===== config.mk =====
export PLATFORM = sky130hd
export DESIGN_NAME = pc_sequencer
export DESIGN_NICKNAME = d
export VERILOG_FILES = /design/src/rtl/cpu_pkg.sv /design/src/rtl/pc_sequencer.sv
export SDC_FILE = /design/constraint.sdc
export NUM_CORES = 1
export LEC_CHECK = 0
export BUFFER_PORTS_ARGS = -buffer_cell sky130_fd_sc_hd__buf_4
export CAP_MARGIN = 15
export CORE_AREA = 2 2 58 60
export CTS_BUF_LIST = sky130_fd_sc_hd__clkbuf_2
export DETAILED_ROUTE_END_ITERATION = 10
export DIE_AREA = 0 0 60 62
export PLACE_DENSITY = 0.89
export SLEW_MARGIN = 10
export SYNTH_ARGS = -nofsm -noshare
export SYNTH_HDL_FRONTEND = slang
export SYNTH_SLANG_ARGS = --single-unit
export TNS_END_PERCENT = 10

===== constraint.sdc =====
create_clock -name Clk -period 4 [get_ports Clk]
set_clock_uncertainty 0.2 [all_clocks]
set_input_delay 0.8 -clock Clk [delete_from_list [all_inputs] [get_ports Clk]]
set_output_delay 0.8 -clock Clk [all_outputs]
set_load 0.005 [all_outputs]

===== src/rtl/cpu_pkg.sv =====
// Shared constants and types for the CSE141L core: fetch/branch widths and the
// program-counter sequencer state encoding.
package cpu_pkg;

  localparam int PC_W   = 8;
  localparam int LUT_AW = 4;
  localparam int CNT_W  = 16;

  typedef enum logic [1:0] {
    IDLE   = 2'd0,
    RUN    = 2'd1,
    HALTED = 2'd2
  } seq_state_t;

endpackage


===== src/rtl/pc_sequencer.sv =====
// Program-counter sequencer: owns ProgCtr, walks the instruction ROM, redirects
// through the branch-target LUT and tracks how long the current program has run.
module pc_sequencer #(
  parameter int PC_W   = cpu_pkg::PC_W,
  parameter int LUT_AW = cpu_pkg::LUT_AW,
  parameter int CNT_W  = cpu_pkg::CNT_W
) (
  input  logic              Clk,
  input  logic              Reset,
  input  logic              Start,
  input  logic [PC_W-1:0]   StartAddr,
  input  logic              Stall,
  input  logic              Halt,
  input  logic              BranchReq,
  input  logic              BranchCond,
  input  logic [LUT_AW-1:0] BranchIdx,
  output logic [LUT_AW-1:0] LutAddr,
  input  logic [PC_W-1:0]   LutTarget,
  output logic [PC_W-1:0]   ProgCtr,
  output logic              Running,
  output logic              Done,
  output logic              BranchTaken,
  output logic [CNT_W-1:0]  CycleCnt
);

  import cpu_pkg::*;

  seq_state_t       state_q, state_d;
  logic [PC_W-1:0]  pc_q, pc_d;
  logic [CNT_W-1:0] cnt_q, cnt_d;
  logic             taken_q, taken_d;

  // The LUT is combinational, so its index follows the decoder field directly.
  assign LutAddr = BranchIdx;

  always_ff @(posedge Clk) begin
    if (Reset) begin
      state_q <= IDLE;
      pc_q    <= '0;
      cnt_q   <= '0;
      taken_q <= 1'b0;
    end else begin
      state_q <= state_d;
      pc_q    <= pc_d;
      cnt_q   <= cnt_d;
      taken_q <= taken_d;
    end
  end

  // In RUN, halt outranks stall, which outranks branch; a stalled branch is re-presented later.
  always_comb begin
    state_d = state_q;
    pc_d    = pc_q;
    cnt_d   = cnt_q;
    taken_d = 1'b0;
    unique case (state_q)
      IDLE, HALTED: begin
        if (Start) begin
          state_d = RUN;
          pc_d    = StartAddr;
          cnt_d   = '0;
        end
      end
      RUN: begin
        if (cnt_q != {CNT_W{1'b1}}) begin
          cnt_d = cnt_q + CNT_W'(1);
        end
        if (Halt) begin
          state_d = HALTED;
        end else if (Stall) begin
          pc_d = pc_q;
        end else if (BranchReq && BranchCond) begin
          pc_d    = LutTarget;
          taken_d = 1'b1;
        end else begin
          pc_d = pc_q + PC_W'(1);
        end
      end
      default: begin
        state_d = IDLE;
      end
    endcase
  end

  assign ProgCtr     = pc_q;
  assign Running     = (state_q == RUN);
  assign Done        = (state_q == HALTED);
  assign BranchTaken = taken_q;
  assign CycleCnt    = cnt_q;

endmodule


* Word level (Yosys, flattened, before mapping)
Cells that the tools add are included.
Word-level totals: register bits 27, input port bits 27
Operators by class: muxes and demuxes 12, reductions and logical operators 8, eq/ne operators 8, bitwise gates (word level) 1, add/subtract/negate cells 2
Operators with widths (count):
- 2-to-1 mux 16 bit | 2
- 2-to-1 mux 8 bit | 4
- one-hot mux 16 bit (2 select lines) | 1
- adder 16 x 1 -> 16 bit, second input constant | 1
- inequality test 16 bit, second input constant | 1
- one-hot mux 8 bit (2 select lines) | 1
- adder 8 x 1 -> 8 bit, second input constant | 1
- inequality test 2 bit, second input constant | 4
- 2-to-1 mux 2 bit | 2
- one-hot mux 2 bit (2 select lines) | 1
- AND reduction 4 bit | 1
- OR reduction 4 bit | 1
- AND reduction 3 bit | 1
- == test 2 x 1 -> 1 bit, second input constant | 1
- == test 2 bit, second input constant | 1
- zero test 2 bit | 1
- inequality test 2 x 1 -> 1 bit, second input constant | 1
- AND reduction 2 bit | 1
- nonzero test 2 bit | 1
- OR reduction 2 bit | 1
- logical AND 1 bit | 1
- 2-to-1 mux 1 bit | 1
- NOT 1 bit | 1

* Longest topological paths before layout
depth in word-level cells 5, depth in mapped cells 9, depth with buffers taken out 6

* Least setup slack after synthesis
No wires, ideal clock.
path type input-to-reg, start point in Start, end point reg cnt_q[10] (netlist: CycleCnt[10]), cell stages on the path 5, data arrival time 1.652 ns, setup time 0.128 ns, required time 3.672 ns, path slack 2.021 ns, path buffers 0, path through nor2b_1 -> o21ai_1 -> a2111oi_4 -> xnor2_1 -> nor2_1
On the way: cells in the longest elaborated chain, start to end 2
RTL lines:
- start, declared | line pc_sequencer.sv:10 | input logic Start,
- inequality test 2 bit (no source line)
- AND reduction 3 bit (no source line)
- end signal, assigned | line pc_sequencer.sv:45 | cnt_q <= cnt_d;
- end, declared | line pc_sequencer.sv:30 | logic [CNT_W-1:0] cnt_q, cnt_d;
No other way between the ends. A chain may end at the register's enable or synchronous reset.

* Worst setup path after layout
start point reg state_q[1], end point out Running
On the way: cells in the longest elaborated chain, start to end 1
RTL lines:
- start, declared | line pc_sequencer.sv:28 | seq_state_t state_q, state_d;
- start signal, assigned | line pc_sequencer.sv:43 | state_q <= state_d;
- == test 2 x 1 -> 1 bit | line pc_sequencer.sv:86 | assign Running = (state_q == RUN);
- end, declared | line pc_sequencer.sv:20 | output logic Running,
No other way between the ends.

==> results by group <==
Critical path
  – Critical R2R Launch: state_q[1]
  – Critical R2R Capture: CycleCnt[7]
  – Worst setup EP type: output port
  – Reg2Reg Setup Slack: 1610 ps
  – Buf/Inv on CP: 2
  – Crit path arrival time: 1790 ps
  – FF-to-FF path depth: 6
  – WS Path Type: flop to output port
  – CP startpoint kind: flop
  – Largest stage delay, worst path: 520 ps
  – CP max-delay cell: nand2b_1
  – Crit path max fanout: 20
  – Worst-path cell chain: nand2b_1 -> inv_2 -> buf_4
  – Delay-heaviest family, CP: buffers and inverters
  – WP data required: 3000 ps

Floorplan
  – Die ar.: 3720 µm²
  – Die W: 60 µm
  – Core box area: 3180 µm²
  – Die Y: 62 µm
  – I/O pin cnt: 58
  – Initial Util: 50.7%
  – FP Rows: 21

CTS
  – Max Root-Sink Buffers: 2
  – Post-cts gate resize count: 0
  – Total CTS buffers: 3
  – Number of hold buffers added after cts: 0
  – Clock slew at reported path FFs: 230 ps
  – CTS tree: yes
  – H-Tree Depth: 1
  – Clock sink count: 27
  – Post-CTS Setup Bufs: 0
  – Root buffer cell: clkbuf_2
  – Skew-Pair Late Insertion Delay: 360 ps

Yosys
  – Post-Syn Area: 1610 µm²
  – Sequential share of the synthesized area: 33.5%
  – Post-synth ARST share: 0%
  – Most common flop cell mapped by yosys: dfxtp_1
  – Fraction of the mapped netlist area in adder cells: 1.55%
  – Largest family of logic cells by synthesized area: simple AND/OR/NAND/NOR gates
  – Mux cell area share after synthesis: 0.621%
  – Synth Register Bits: 27
  – Post-synthesis net count: 230
  – Simple-gate share of the synthesized area: 28.5%
  – Syn Area/Cell: 8.02 µm²
  – YS warnings: 0
  – Mapped Cells: 201
  – Number of synthesized flops with an enable pin: 0
  – Compound-Gate Fraction of Synth Area: 23.7%
  – Distinct cells, synth: 48
  – Synth Area in XOR/XNOR: 5.98%

Pwr
  – Cell Int Power: 348 µW
  – Pleak: 0.758 nW
  – Clock share of power: 21.6%
  – Reg power frac: 59.8%
  – VDD IR max: 0.173 mV
  – Net Sw Frac: 28.6%
  – Power Density: 247 nW/µm²
  – Logic pwr share: 18.5%
  – P_sw: 139 µW

Global route
  – GRT Util Overall: 23.3%
  – Antenna violations before repair: 0
  – Total grt overflow: 0
  – Vias in the first global route: 1,507
  – Largest net degree at the start of global routing: 21
  – First-pass GRT wire length: 6660 µm

STA
  – Max-slew violations: 0
  – Slew HR: 56.5%
  – Final-report setup violation count: 0
  – Period utilization: 69.7%
  – Final hold vios: 0
  – Final min period: 2790 ps
  – Fmax: 359 MHz
  – Least-Margin Pin Slew: 653 ps
  – Unrepaired setup endpoints after global routing: no
  – Setup TNS: 0 ps

Placed design
  – Placer Congestion: 0.970
  – Placed insts: 284
  – HPWL after DPL: 3110 µm
  – PortBufs: 49

Min path
  – Worst hold stages: 2
  – WHS Endpoint: ProgCtr[7]
  – Class of the worst hold path: flop to flop
  – Worst hold start: ProgCtr[7]

Detailed routing
  – Total vias in the final route: 1,702
  – DR iter-0 viols: 114
  – Final WL: 4170 µm
  – Residual DRC: 0
  – Routed Antenna Nets: 0
  – DR pass1 iterations: 4
  – Routed WL per cell: 14.5 µm
  – Vias per inst: 5.91

Finish
  – Fin util: 62.1%
  – Final std cells w/o fill: 288
  – Ant diodes: 0
  – Final net count: 272
  – P&R area growth vs syn: 22.4%
  – Layout cells sized above 1: 26.4%

Run
  – Max-cap viol count: 0

Outcome
  – Run status: finished clean
[power by group through the flow]
stage | sequential, mW | clock [mW] | combinational, mW
floorplan | 0.294 | 0 | 0.0541
global placement | 0.296 | 0 | 0.0879
detailed placement | 0.296 | 0 | 0.0893
CTS | 0.291 | 0.107 | 0.0896
global route | 0.293 | 0.115 | 0.101
finish | 0.291 | 0.105 | 0.0903
[cell usage after synthesis (5+ instances only)]
cell	instances	area share, %
nor3_1	5	1.6
o21ai_0	9	2.8
dfxtp_1	27	34
xnor2_1	7	3.8
a211oi_1	7	3.3
nand3_1	12	3.7
a21oi_1	14	4.3
nand2_1	20	4.7
nor2_1	24	5.6
and3_1	6	2.3
[metrics by stage]
stage	setup slack (ps)	area [µm²]	total power [mW]	hold WS (ps)
floorplan	2020	1610	0.348	284
global placement	1700	1950	0.383	294
detailed placement	1670	1950	0.386	315
CTS	1240	1970	0.488	341
global route	1100	1970	0.509	354
finish	1210	1970	0.487	347
[per-layer routing]
| metal | part of all wire [%] | vias to the layer above | track usage [%] |
|---|---|---|---|
| met5 | 0 | - | 0 |
| met4 | 1.2 | 0 | 8.25 |
| met3 | 6.3 | 7 | 2.90 |
| met2 | 47 | 65 | 38.5 |
| met1 | 45 | 806 | 31.5 |
| li1 | - | 824 | - |
[kinds of logic after synthesis]
| logic type | Yosys count |
|---|---|
| muxes | 1 |
| adders and majority gates | 2 |
| DFF | 27 |
| AOI/OAI and AO/OA | 55 |
| buffers and inverters | 16 |
| and+or+nand+nor | 89 |
| xor gates and xnor gates | 11 |
[layout by cell type, fill, tap and decap left out, types with 2 or more instances in the layout]
master,count
nand3_1,12
nand2b_1,2
o21ai_0,9
and4_1,2
a211oi_1,7
nor2_1,24
o211ai_1,2
and2_1,2
and3_4,2
nor3_1,5
buf_4,49
o21ai_1,2
nand2_1,20
a21oi_1,14
ha_1,2
or4_1,2
nand4_1,4
a41oi_1,3
nor2b_1,3
xor2_1,4
dfxtp_1,27
xnor2_1,7
clkbuf_2,4
a31oi_1,4
and3_1,6
a311oi_1,2
inv_1,3
[sequential cells by signal, indices dropped and copies added, names as in the netlist]
register / count
state_q: 2
BranchTaken: 1
CycleCnt: 16
ProgCtr: 8
[worst reg2reg max path, stage by stage, from the launching register on]
cell and delay (ps):
dfxtp_1 370, nand2b_1 520, inv_2 330, nand3_2 210
o21ai_2 150, or4_1 420, a21oi_1 140
[how the worst max path moves through the flow]
stage                           from           end  slack (ps)  depth (start not counted)
after floorplan                Start  CycleCnt[10]        2020                          5
after global placement    state_q[1]       Running        1700                          3
after detailed placement  state_q[1]       Running        1670                          3
after CTS                 state_q[1]       Running        1240                          3
after global routing      state_q[1]       Running        1100                          3
final                     state_q[1]       Running        1210                          3
[layout make-up]
type                    count  area (µm²)
repair buffers             49         368
fillers                   296        1210
clock buffers               4        20.0
flip-flops and latches     27         541
multi-input cells         158         972
inverters                   4        15.0
well taps                  46        57.6
(Power assumes the default switching activity.)
